$ cat src/rtl/nibble_serial_adder.sv
// Multi-cycle WIDTH-bit adder that pushes one 4-bit nibble per clock through
// a single ripple-carry slice, least-significant nibble first.

module adder4 (
    input  logic [3:0] a,
    input  logic [3:0] b,
    input  logic       ci,
    output logic [3:0] s,
    output logic       co
);
    logic [4:0] c;

    always_comb begin
        c    = '0;
        s    = '0;
        c[0] = ci;
        for (int i = 0; i < 4; i++) begin
            s[i]     = a[i] ^ b[i] ^ c[i];
            c[i + 1] = (a[i] & b[i]) | (c[i] & (a[i] ^ b[i]));
        end
        co = c[4];
    end
endmodule

module nibble_serial_adder #(
    parameter int WIDTH = 16   // multiple of 4, at least 4
) (
    input  logic             clk,
    input  logic             rst,
    input  logic             in_valid,
    output logic             in_ready,
    input  logic [WIDTH-1:0] A,
    input  logic [WIDTH-1:0] B,
    input  logic             cin,
    output logic             out_valid,
    input  logic             out_ready,
    output logic [WIDTH-1:0] S,
    output logic             cout,
    output logic             ovf,
    output logic             busy
);
    localparam int NIB   = WIDTH / 4;
    localparam int CNT_W = (NIB > 1) ? $clog2(NIB) : 1;
    localparam logic [CNT_W-1:0] CNT_LAST = CNT_W'(NIB - 1);

    typedef enum logic [1:0] {
        IDLE = 2'd0,
        RUN  = 2'd1,
        DONE = 2'd2
    } state_t;

    state_t           state_q, state_d;
    logic [WIDTH-1:0] a_sh_q, a_sh_d;
    logic [WIDTH-1:0] b_sh_q, b_sh_d;
    logic [WIDTH-1:0] sum_sh_q, sum_sh_d;
    logic [WIDTH-1:0] s_q, s_d;
    logic [CNT_W-1:0] cnt_q, cnt_d;
    logic             carry_q, carry_d;
    logic             a_msb_q, a_msb_d;
    logic             b_msb_q, b_msb_d;
    logic             cout_q, cout_d;
    logic             ovf_q, ovf_d;
    logic             out_valid_q, out_valid_d;

    logic [3:0]       slice_s;
    logic             slice_co;
    logic [WIDTH-1:0] sum_next;

    adder4 u_slice (
        .a  (a_sh_q[3:0]),
        .b  (b_sh_q[3:0]),
        .ci (carry_q),
        .s  (slice_s),
        .co (slice_co)
    );

    // New nibble enters at the top; after NIB steps the register holds the full sum.
    assign sum_next = WIDTH'({slice_s, sum_sh_q} >> 4);

    // Handshakes: a transfer happens on a rising edge where valid and ready are
    // both high. in_ready depends only on state (and rst); out_valid is a flop
    // that stays high with S/cout/ovf stable until out_ready is seen.
    assign in_ready  = (state_q == IDLE) && !rst;
    assign busy      = (state_q != IDLE);
    assign out_valid = out_valid_q;
    assign S         = s_q;
    assign cout      = cout_q;
    assign ovf       = ovf_q;

    always_comb begin
        state_d     = state_q;
        a_sh_d      = a_sh_q;
        b_sh_d      = b_sh_q;
        sum_sh_d    = sum_sh_q;
        s_d         = s_q;
        cnt_d       = cnt_q;
        carry_d     = carry_q;
        a_msb_d     = a_msb_q;
        b_msb_d     = b_msb_q;
        cout_d      = cout_q;
        ovf_d       = ovf_q;
        out_valid_d = out_valid_q;

        case (state_q)
            IDLE: begin
                if (in_valid) begin
                    a_sh_d   = A;
                    b_sh_d   = B;
                    sum_sh_d = '0;
                    carry_d  = cin;
                    cnt_d    = '0;
                    a_msb_d  = A[WIDTH-1];
                    b_msb_d  = B[WIDTH-1];
                    state_d  = RUN;
                end
            end
            RUN: begin
                a_sh_d   = a_sh_q >> 4;
                b_sh_d   = b_sh_q >> 4;
                sum_sh_d = sum_next;
                carry_d  = slice_co;
                cnt_d    = cnt_q + CNT_W'(1);
                if (cnt_q == CNT_LAST) begin
                    s_d         = sum_next;
                    cout_d      = slice_co;
                    ovf_d       = (a_msb_q == b_msb_q) && (sum_next[WIDTH-1] != a_msb_q);
                    out_valid_d = 1'b1;
                    state_d     = DONE;
                end
            end
            DONE: begin
                if (out_ready) begin
                    out_valid_d = 1'b0;
                    state_d     = IDLE;
                end
            end
            default: state_d = IDLE;
        endcase
    end

    always_ff @(posedge clk) begin
        if (rst) begin
            state_q     <= IDLE;
            a_sh_q      <= '0;
            b_sh_q      <= '0;
            sum_sh_q    <= '0;
            s_q         <= '0;
            cnt_q       <= '0;
            carry_q     <= 1'b0;
            a_msb_q     <= 1'b0;
            b_msb_q     <= 1'b0;
            cout_q      <= 1'b0;
            ovf_q       <= 1'b0;
            out_valid_q <= 1'b0;
        end else begin
            state_q     <= state_d;
            a_sh_q      <= a_sh_d;
            b_sh_q      <= b_sh_d;
            sum_sh_q    <= sum_sh_d;
            s_q         <= s_d;
            cnt_q       <= cnt_d;
            carry_q     <= carry_d;
            a_msb_q     <= a_msb_d;
            b_msb_q     <= b_msb_d;
            cout_q      <= cout_d;
            ovf_q       <= ovf_d;
            out_valid_q <= out_valid_d;
        end
    end
endmodule

$ cat config.mk
export PLATFORM = sky130hd
export DESIGN_NAME = nibble_serial_adder
export DESIGN_NICKNAME = d
export VERILOG_FILES = /design/src/rtl/nibble_serial_adder.sv
export SDC_FILE = /design/constraint.sdc
export NUM_CORES = 1
export LEC_CHECK = 0
export CORE_ASPECT_RATIO = 0.6
export CORE_MARGIN = 8
export CORE_UTILIZATION = 55
export DETAILED_ROUTE_END_ITERATION = 12
export GPL_TIMING_DRIVEN = 0
export PLACE_DENSITY = 0.84
export SYNTH_ARGS = -nofsm -noshare
export SYNTH_HDL_FRONTEND = slang
export SYNTH_SLANG_ARGS = --single-unit
$ cat constraint.sdc
create_clock -name clk -period 5.2 [get_ports clk]
set_clock_uncertainty 0.05 [all_clocks]
set_input_delay 1.04 -clock clk [delete_from_list [all_inputs] [get_ports clk]]
set_output_delay 1.04 -clock clk [all_outputs]
set_load 0.02 [all_outputs]
==> qor.csv <==
metric,value,unit
initial core utilization,0.579,
Leak Pwr,0.00142,uW
"EDFF count, synth",0,
post-cts hold buffer count,0,
Top Ports,58,
Total Wirelength,7.70,mm
Setup crit start kind,primary input,
total power,1170,uW
vias in the first global route,2513,
DIE AREA,8090,um^2
Max Clock Freq,291,MHz
Final Hold Vio Count,0,
Post-CTS Resized,0,
Hold Crit Endpoint,S[0],
"Design Area, Final",3800,um^2
CTS H-tree depth,3,
Hold Slack,0.405,ns
worst stage delay on the critical path,0.56,ns
Final Cycle Share,0.661,
"FFs w/ async S/R, synth",0,
top cells by instance count after synthesis,"dfxtp_1, nor2_1, nand2_1, mux2i_1, a211oi_2",
CP arrival,2.35,ns
synth-to-layout area growth,27.8,%
worst path cell trace,clkbuf_2 > clkbuf_1 > nor2_1 > clkdlybuf4s50_1,
most common cell in the netlist,dfxtp_1,
Area after DPL,3610,um^2
clock tree buffer depth,2,
First-pass DRT Iterations,5,
Die Y,72.9,um
core box area,5130,um^2
crit-path leading delay family,buffers and inverters,
RR Startpoint,a_sh_q[0],
cell taking the most area after synthesis,dfxtp_1,
hold path start,S[0],
Total GRT Usage,0.198,
sequential area share after synthesis,0.472,
RSZ-0062 raised after global routing,no,
setup_tns,0,ns
# diodes,0,
row cnt,20,
Post-Syn Instances,305,
global route overflow,0,
PD cells,308,nW/um^2
Die W,111,um
GPL Wtd Cong,0.880,
Worst Setup End Kind,output pin,
syn_area_per_cell,9.74,um^2
worst slew pin tran,0.794,ns
routed vias/inst,5.56,
per-cell routed wire length,17.4,um
largest net degree at the start of global routing,12,
reg2reg setup slack,2.62,ns
clk_lat worst skew,0.35,ns
Buf/Inv on CP,3,
Final Setup Violations,0,
Synthesis Warnings,0,
Slew headroom,0.471,
Area contributors post-synth,"dfxtp_1, a211oi_2, mux2i_1, nor2_1, a22oi_1",
status,finished clean,
Initial DRC Count,176,
Yosys cell types,30,
Hold WC Path Type,reg -> reg,
Root Buffer,clkbuf_8,
CTS buffer count,9,
"CTS clk-pin slew, worst paths",0.06,ns
reg2reg path depth,8,
Antenna Violating Nets Remaining,0,
Final Util,0.740,
Worst path slowest cell,clkdlybuf4s50_1,
DR vias,2464,
Synth Flop Type,dfxtp_1,
Final HPWL DP,5.72,mm
reg2reg end,ovf,
crit path kind,in -> out,
top-area cell type share of the netlist area,0.472,
maxcap violations,0,
Worst VDD drop,0.192,mV
postcts setup bufs,0,
Worst path depth,4,
initial antenna violation count,0,
crit path max fanout,10,
Synth Cell Area,2970,um^2
layout cells sized above 1,0.159,
"Net Count, Synth",347,
CTS tree,built,
Final Max Tran Viols,0,
Hold Path Depth,2,
# nets final,414,
DRC errors left,0,
PortBufs,56,
post-layout min period,3.44,ns
Sink Count,70,
first-pass GRT wire length,12.7,mm
"flops & latches, synth",70,
WP data required,4.11,ns
## final cells by class
type,instances,area [um^2]
Sequential cell,70,1400
Multi-Input combinational cell,204,1400
Fill cell,390,1330
Timing Repair Buffer,56,561
Buffer,25,151
Clock buffer,12,135
Tap cell,66,82.6
Clock inverter,4,47.5
Inverter,6,22.5
## state kept, by name, summed over array words and instances, names as in the netlist, 2 cells and up
| name | cells |
|---|---|
| S | 16 |
| a_sh_q | 16 |
| b_sh_q | 16 |
| sum_sh_q | 12 |
| cnt_q | 2 |
| state_q | 2 |
## stage by stage
step                      worst slack (ns)  std cells
after CTS                             1.77        443
after detailed placement              1.77        427
after floorplan                       2.42        305
after global routing                  1.70        443
after global placement                1.80        427
final                                 1.76        443
## worst register-to-register path: cells and delay by family, from the launching register on
kind,cells,cell delay (ns)
adder cells (fa/ha/maj),4,1.62
AO/OA/AOI/OAI,2,0.37
flip-flops,1,0.33
buffers and inverters,2,0.13
## cell families (layout without fill, tap and decap cells)
family          after synthesis  after routing  synth area share
buf+inv                      31            103            0.0585
simple gates                100            100             0.142
mux                          26             26            0.0876
fa+ha+maj                     5              5            0.0312
flops                        70             70             0.472
compound gates               73             73             0.209
## worst max-delay path by stage
stage,from,end,slack (ns)
after global placement,rst,in_ready,1.80
after floorplan,rst,in_ready,2.42
after CTS,rst,in_ready,1.77
after global routing,rst,in_ready,1.70
after detailed placement,rst,in_ready,1.77
final,rst,in_ready,1.76
## cells in the final DEF (no fill, tap or decap)
master,synthesis,final
a211oi_1,3,3
a211oi_2,25,25
a21oi_1,22,22
a22oi_1,19,19
a2bb2oi_1,1,1
a31oi_1,1,1
and3b_1,1,1
buf_1,3,3
buf_2,6,6
buf_4,7,7
buf_6,2,2
bufinv_16,0,1
clkbuf_1,4,7
clkbuf_2,1,1
clkbuf_4,2,2
clkbuf_8,0,9
clkdlybuf4s50_1,0,56
clkinv_2,0,2
clkinvlp_4,0,1
dfxtp_1,70,70
fa_1,4,4
ha_1,1,1
inv_1,6,6
mux2i_1,26,26
nand2_1,37,37
nand2b_1,3,3
nand3b_1,1,1
nand3b_2,1,1
nor2_1,53,53
nor2b_2,1,1
nor3_1,1,1
nor3b_4,1,1
o21ba_1,1,1
o21bai_1,1,1
or2_2,1,1
## power by group
| group | switching, uW | internal, uW | leakage, uW |
|---|---|---|---|
| Sequential | 17.5 | 563 | 0.000573 |
| Combinational | 92.5 | 83.6 | 0.000761 |
| Clock | 194 | 220 | 0.0000904 |
| Total | 304 | 867 | 0.00142 |
## metal layers
metal,global-route usage,up-vias,wire length (um)
li1,-,1187,-
met1,0.270,1198,3770
met2,0.287,71,3360
met3,0.0813,8,529
met4,0.0313,0,38
met5,0,-,0
Note: power is estimated with default switching activity, not from simulation.
